<file path="config.mk">
export PLATFORM = sky130hd
export DESIGN_NAME = sprite_move_engine
export DESIGN_NICKNAME = d
export VERILOG_FILES = /design/src/rtl/sprite_move_engine.sv
export SDC_FILE = /design/constraint.sdc
export NUM_CORES = 1
export LEC_CHECK = 0
export BUFFER_PORTS_ARGS = -buffer_cell sky130_fd_sc_hd__buf_2
export CAP_MARGIN = 20
export CORE_MARGIN = 2
export CORE_UTILIZATION = 55
export DETAILED_ROUTE_END_ITERATION = 8
export GPL_ROUTABILITY_DRIVEN = 1
export GPL_TIMING_DRIVEN = 1
export PLACE_DENSITY = 0.77
export SYNTH_ARGS = -nofsm -noshare
export SYNTH_HDL_FRONTEND = slang
export SYNTH_SLANG_ARGS = --single-unit
</file>
<file path="constraint.sdc">
create_clock -name clk -period 4.1 [get_ports clk]
set_input_delay 0.82 -clock clk [delete_from_list [all_inputs] [get_ports clk]]
set_output_delay 0.82 -clock clk [all_outputs]
set_load 0.01 [all_outputs]
</file>
<file path="src/rtl/sprite_move_engine.sv">
// Sprite mover: for each start request it erases the sprite, moves it by a clamped step
// and draws it again, sending one plot pixel per cycle to the VGA adapter.
module sprite_move_engine #(
  parameter int XW       = 8,
  parameter int YW       = 7,
  parameter int COL_W    = 3,
  parameter int SPRITE_W = 4,
  parameter int SPRITE_H = 4,
  parameter int STEP     = 1,
  parameter int X_MAX    = 159,
  parameter int Y_MAX    = 119,
  parameter int X_INIT   = 50,
  parameter int Y_INIT   = 50,
  parameter logic [COL_W-1:0] FG_COLOUR = 3'b100,
  parameter logic [COL_W-1:0] BG_COLOUR = 3'b000
) (
  input  logic             clk,
  input  logic             reset_n,
  input  logic             start,
  input  logic [3:0]       dir,
  output logic             busy,
  output logic             done,
  output logic [XW-1:0]    x_pos,
  output logic [YW-1:0]    y_pos,
  output logic [XW-1:0]    vga_x,
  output logic [YW-1:0]    vga_y,
  output logic [COL_W-1:0] vga_colour,
  output logic             vga_plot
);

  typedef enum logic [2:0] {S_IDLE, S_ERASE, S_MOVE, S_DRAW, S_DONE} state_t;

  localparam logic [XW-1:0] XC_LAST = XW'(SPRITE_W - 1);
  localparam logic [YW-1:0] YC_LAST = YW'(SPRITE_H - 1);
  localparam logic [XW:0]   STEP_X  = (XW+1)'(STEP);
  localparam logic [YW:0]   STEP_Y  = (YW+1)'(STEP);
  localparam logic [XW:0]   XLIM    = (XW+1)'(X_MAX - SPRITE_W + 1);
  localparam logic [YW:0]   YLIM    = (YW+1)'(Y_MAX - SPRITE_H + 1);

  state_t          r_state, w_next;
  logic [XW-1:0]   r_xcnt, r_x, w_x_new;
  logic [YW-1:0]   r_ycnt, r_y, w_y_new;
  logic [3:0]      r_dir;
  logic            w_scan, w_last;
  logic [XW:0]     w_x_sum;
  logic [YW:0]     w_y_sum;

  assign w_scan  = (r_state == S_ERASE) || (r_state == S_DRAW);
  assign w_last  = (r_xcnt == XC_LAST) && (r_ycnt == YC_LAST);
  assign w_x_sum = {1'b0, r_x} + STEP_X;
  assign w_y_sum = {1'b0, r_y} + STEP_Y;

  // dir = {left, right, down, up}; opposing requests on an axis cancel
  always_comb begin
    w_x_new = r_x;
    w_y_new = r_y;
    case ({r_dir[3], r_dir[2]})
      2'b10:   w_x_new = ({1'b0, r_x} >= STEP_X) ? r_x - XW'(STEP) : '0;
      2'b01:   w_x_new = (w_x_sum <= XLIM) ? w_x_sum[XW-1:0] : XLIM[XW-1:0];
      default: w_x_new = r_x;
    endcase
    case ({r_dir[0], r_dir[1]})
      2'b10:   w_y_new = ({1'b0, r_y} >= STEP_Y) ? r_y - YW'(STEP) : '0;
      2'b01:   w_y_new = (w_y_sum <= YLIM) ? w_y_sum[YW-1:0] : YLIM[YW-1:0];
      default: w_y_new = r_y;
    endcase
  end

  always_comb begin
    w_next     = r_state;
    busy       = (r_state != S_IDLE);
    done       = 1'b0;
    vga_plot   = 1'b0;
    vga_colour = BG_COLOUR;
    case (r_state)
      S_IDLE:  if (start) w_next = S_ERASE;
      S_ERASE: begin
        vga_plot = 1'b1;
        if (w_last) w_next = S_MOVE;
      end
      S_MOVE:  w_next = S_DRAW;
      S_DRAW:  begin
        vga_plot   = 1'b1;
        vga_colour = FG_COLOUR;
        if (w_last) w_next = S_DONE;
      end
      S_DONE:  begin
        done   = 1'b1;
        w_next = S_IDLE;
      end
      default: w_next = S_IDLE;
    endcase
  end

  always_ff @(posedge clk or negedge reset_n) begin
    if (!reset_n) begin
      r_state <= S_IDLE;
      r_xcnt  <= '0;
      r_ycnt  <= '0;
      r_dir   <= '0;
      r_x     <= XW'(X_INIT);
      r_y     <= YW'(Y_INIT);
    end else begin
      r_state <= w_next;
      if (r_state == S_IDLE && start) r_dir <= dir;
      if (w_scan) begin
        if (r_xcnt == XC_LAST) begin
          r_xcnt <= '0;
          r_ycnt <= (r_ycnt == YC_LAST) ? '0 : r_ycnt + YW'(1);
        end else begin
          r_xcnt <= r_xcnt + XW'(1);
        end
      end
      if (r_state == S_MOVE) begin
        r_x <= w_x_new;
        r_y <= w_y_new;
      end
    end
  end

  assign x_pos = r_x;
  assign y_pos = r_y;
  assign vga_x = r_x + r_xcnt;
  assign vga_y = r_y + r_ycnt;

endmodule

</file>
== After elaboration in Yosys (flattened, before gate mapping) ==
Cells that the tools add are included.
Word-level totals
  bits in writable memories: 0
  bits in registers: 37
  input bits: 7
  memories kept: 0
  ROM bits: 0
  latch bits: 0
  output and inout port bits: 36
  word-level logic and storage cells: 58
Cells by class
  order comparisons: 4
  add/subtract/negate cells: 8
  reductions and logical operators: 12
  bitwise logic cells: 0
  equal/unequal tests: 13
  shift operators: 0
  $mul: 0
  mux-type cells: 15
  divide/modulo/power cells: 0
Operators by type and width (count)
  2-to-1 mux 8 bit: 3
  2-to-1 mux 7 bit: 3
  one-hot mux 8 bit (2 select lines): 1
  one-hot mux 7 bit (2 select lines): 1
  2-to-1 mux 3 bit: 4
  one-hot mux 3 bit (4 select lines): 1
  adder 8 x 1 -> 9 bit (second input constant): 1
  less-or-equal comparator 9 x 8 -> 1 bit (second input constant): 1
  adder 7 x 1 -> 8 bit (second input constant): 1
  adder 8 x 1 -> 8 bit (second input constant): 1
  adder 8 bit: 1
  == test 8 x 2 -> 1 bit (second input constant): 1
  greater-or-equal comparator 8 x 1 -> 1 bit (second input constant): 1
  less-or-equal comparator 8 x 7 -> 1 bit (second input constant): 1
  subtractor 8 x 1 -> 8 bit (second input constant): 1
  adder 7 x 1 -> 7 bit (second input constant): 1
  adder 7 bit: 1
  == test 7 x 2 -> 1 bit (second input constant): 1
  greater-or-equal comparator 7 x 1 -> 1 bit (second input constant): 1
  subtractor 7 x 1 -> 7 bit (second input constant): 1
  == test 3 x 2 -> 1 bit (second input constant): 2
  inequality test 2 bit (second input constant): 3
  AND reduction 2 bit: 3
  == test 2 x 1 -> 1 bit (second input constant): 2
  other kinds (11): 15

== Logic depth before layout (Yosys ltp) ==
  word-level depth: 4
  mapped depth: 9
  depth with buffers taken out: 9

== Worst setup path after synthesis ==
No wires, ideal clock.
  kind: flip-flop to output port
  from: reg r_y[0], in the netlist y_pos[0]
  to: out vga_y[6]
  path buffers: 0
  data arrival time: 1.980 ns
  data required time: 3.280 ns
  cell stages (with the launch flop): 10
  slack: 1.300 ns
  cell sequence: dfrtp_1 ha_1 inv_1 fa_1 nor2b_1 o21ai_0 a21boi_0 o21a_1 nor2_1 xnor2_1
Between the ends
  longest elaborated chain between the ends: 1
RTL lines
  start, declared: line 42  | logic [YW-1:0] r_ycnt, r_y, w_y_new;
  start signal, assigned: line 102  | r_y <= YW'(Y_INIT);
  start signal, assigned: line 116  | r_y <= w_y_new;
  adder 7 bit: line 124  | assign vga_y = r_y + r_ycnt;
  end, declared: line 26  | output logic [YW-1:0] vga_y,
Every way passes these cells.

== Worst setup path in the final report ==
  from: reg r_x[0], in the netlist x_pos[0]
  to: out vga_x[6]
Between the ends
  longest elaborated chain between the ends: 1
RTL lines
  start, declared: line 41  | logic [XW-1:0] r_xcnt, r_x, w_x_new;
  start signal, assigned: line 101  | r_x <= XW'(X_INIT);
  start signal, assigned: line 115  | r_x <= w_x_new;
  adder 8 bit: line 123  | assign vga_x = r_x + r_xcnt;
  end, declared: line 25  | output logic [XW-1:0] vga_x,
Every way passes these cells.

==> reports/qor.yml <==
outcome:
  outcome: "finished clean"
yosys:
  synth_ff_type: "dfrtp_1"
  synthArstFlopShare: 1.00
  yosysWarningCount: 0
  ys_ff_latch: 37
  ys_seq_area_frac: 0.308
  synth_area_per_cell_um2: 8.94
  synth_edf_count: 0
  ys_types: 65
  syn_area_um2: 3030
  syn_inst: 339
power:
  power.leakage_nw: 1.51
  p_total_mw: 1.62
  ir_drop_mv: 0.371
  powerDensity_nw_per_um2: 491
layout:
  num_antenna_cells: 0
  final_cell_mix: "buf_2, nor2_1, dfrtp_1"
  drive_gt1_frac: 0.218
  stdcell_count: 444
  final_common_cell: "buf_2"
  area_growth_pct: 8.50
  design_area_um2: 3290
  nets: 404
cts:
  htreeDepth: 2
  cts_resized: 0
  cts_made_buffers: 5
  cts_root_buffer: "clkbuf_8"
  cts_tree: "built"
  clkSinkCount: 37
  clkLatencyLatePin_ns: 0.29
  cts_hold_repair.buffers: 0
  clkTransAtPathRegs_ns: 0.08
  cts_buffer_depth: 2
  post_cts_buffers: 0
placed_design:
  dp.cells: 435
  dp_slack_ns: 1.11
  gp_congestion: 0.844
  io_buffers: 40
  dp.final_hpwl_um: 4760
  place_area_um2: 3200
timing:
  fin_crit_ns: 3.34
  hold_viol_final: 0
  slew_violations: 0
  clock_skew_ns: 0.00495
  max-slew-margin-rel: 0.436
  setup_viol: 0
  tightest_slew_ns: 0.846
  rsz0062_at_grt: "false"
  fmax_mhz: 300
  finalSetupTns_ns: 0
  layout_worst_path_cycle_share: 0.814
  setup_ws_ns: 0.763
route:
  routed_wl_um: 6440
  drc: 0
  viasPerCell: 5.66
  drtIter0Drc: 173
  vias: 2512
  dr.pass1.iters: 4
  drtAntennaViolNets: 0
  wl_per_cell_um: 14.5
setup_path:
  worst-setup-path-type: "flop to output port"
  cp_slowest_cell: "dfrtp_1"
  critical-path-max-stage-delay_ns: 0.62
  cp_max_fo: 14
  path_cells: "ha_1 -> inv_1 -> fa_1 -> nor2b_1 -> o21ai_0 -> a21boi_0 -> o21a_1 -> nor2_1 -> xnor2_1 -> buf_2"
  worstPathRequired_ns: 3.28
  end_kind: "output port"
  cp-start-kind: "flop"
  arrival_ns: 2.52
die:
  start_util: 0.561
  die_h_um: 78.2
  core_area_um2: 5410
  fp.dieW_um: 78.2
  die_area_um2: 6120
  placementRows: 27
  ios: 43
global_routing:
  grt_overflow: 0
  grt_pass1_vias: 2463
  grt_first_pass_wirelength_um: 11200
  antenna_found_initial: 0
  grt_use_total: 0.226
  grt_max_degree: 38
flow_run:
  max-cap-violations: 0
worst_hold_path:
  min_path_type: "flop to flop"
[worst max-delay path, delay by kind of cell, from the launching register on]
kind | cells | cell delay, ns
xor gates and xnor gates | 1 | 0.13
AOI/OAI and AO/OA | 3 | 0.49
buffers and inverters | 2 | 0.19
and+or+nand+nor | 2 | 0.16
DFF | 1 | 0.62
adders and majority gates | 2 | 0.64
[cell usage after synthesis (3+ instances only)]
master	instances	area, um^2
buf_2	3	15.0
and3_1	5	31.3
nor3b_1	3	22.5
dfrtp_1	31	776
xnor2_1	19	166
o21ai_1	5	25.0
nand3_1	22	110
xor2_1	9	78.8
mux2_2	3	33.8
ha_1	24	300
nand2_1	23	86.3
a31oi_1	3	18.8
nor3_2	3	30.0
a21oi_1	15	75.1
buf_4	5	37.5
mux2i_1	5	50.1
a31o_2	3	26.3
nor2_1	31	116
clkbuf_1	3	11.3
a21o_1	5	37.5
o21ai_0	20	100
nor3_1	12	60.1
inv_1	22	82.6
buf_6	5	56.3
dfstp_2	6	158
[per-layer routing]
layer	vias to the layer above	wire length, um	global-route usage
met4	0	96	0.0737
met2	56	3030	0.370
li1	1265	-	-
met3	11	225	0.0414
met5	-	0	0
met1	1180	3080	0.303
[worst paths after layout]
kind / from / to / slack, ns / cells past startpoint
max in group asynchronous: reset_n / y_pos[0]$_DFFE_PN0P_ / 2.93 / 1
min in group asynchronous: reset_n / x_pos[3]$_DFFE_PN0P_ / 0.63 / 1
min: r_dir[1]$_DFFE_PN0P_ / r_dir[1]$_DFFE_PN0P_ / 0.51 / 1
max: x_pos[0]$_DFFE_PN0P_ / vga_x[6] / 0.76 / 10
max reg2reg: x_pos[0]$_DFFE_PN0P_ / x_pos[2]$_DFFE_PN0P_ / 1.85 / 7
min reg2reg: r_dir[1]$_DFFE_PN0P_ / r_dir[1]$_DFFE_PN0P_ / 0.51 / 1
[cells by family after synthesis]
group                    share of synthesized area
AO/OA/AOI/OAI                                0.175
multiplexers                                0.0322
flip-flops                                   0.308
other                                      0.00124
XOR/XNOR                                    0.0809
adder cells (fa/ha/maj)                      0.112
buffers and inverters                       0.0693
AND/OR/NAND/NOR                              0.221
[final cells by class]
cell class                      count  area (um^2)
Timing Repair Buffer               41          205
Clock inverter                      3         17.5
Tap cell                           72         90.1
Clock buffer                        5         68.8
Fill cell                         486         2120
Sequential cell                    37          933
Multi-Input combinational cell    264         1890
Inverter                           22         82.6
[stage by stage]
step                hold slack, ns  utilization
finish                       0.514        0.609
global route                 0.539        0.609
CTS                          0.518        0.608
detailed placement           0.508        0.592
global placement             0.492        0.592
floorplan                    0.458            -
[registers in the layout, summed over array words and instances, names as in the netlist]
register	flops
r_xcnt	8
r_dir	4
r_state	3
y_pos	7
r_ycnt	7
x_pos	8
[power breakdown]
group,internal [mW],total [mW],switching [mW]
registers,0.459,0.587,0.127
logic,0.351,0.779,0.428
clock network,0.117,0.251,0.134
total,0.928,1.62,0.689
No activity file was read; power rests on OpenSTA's default activity.
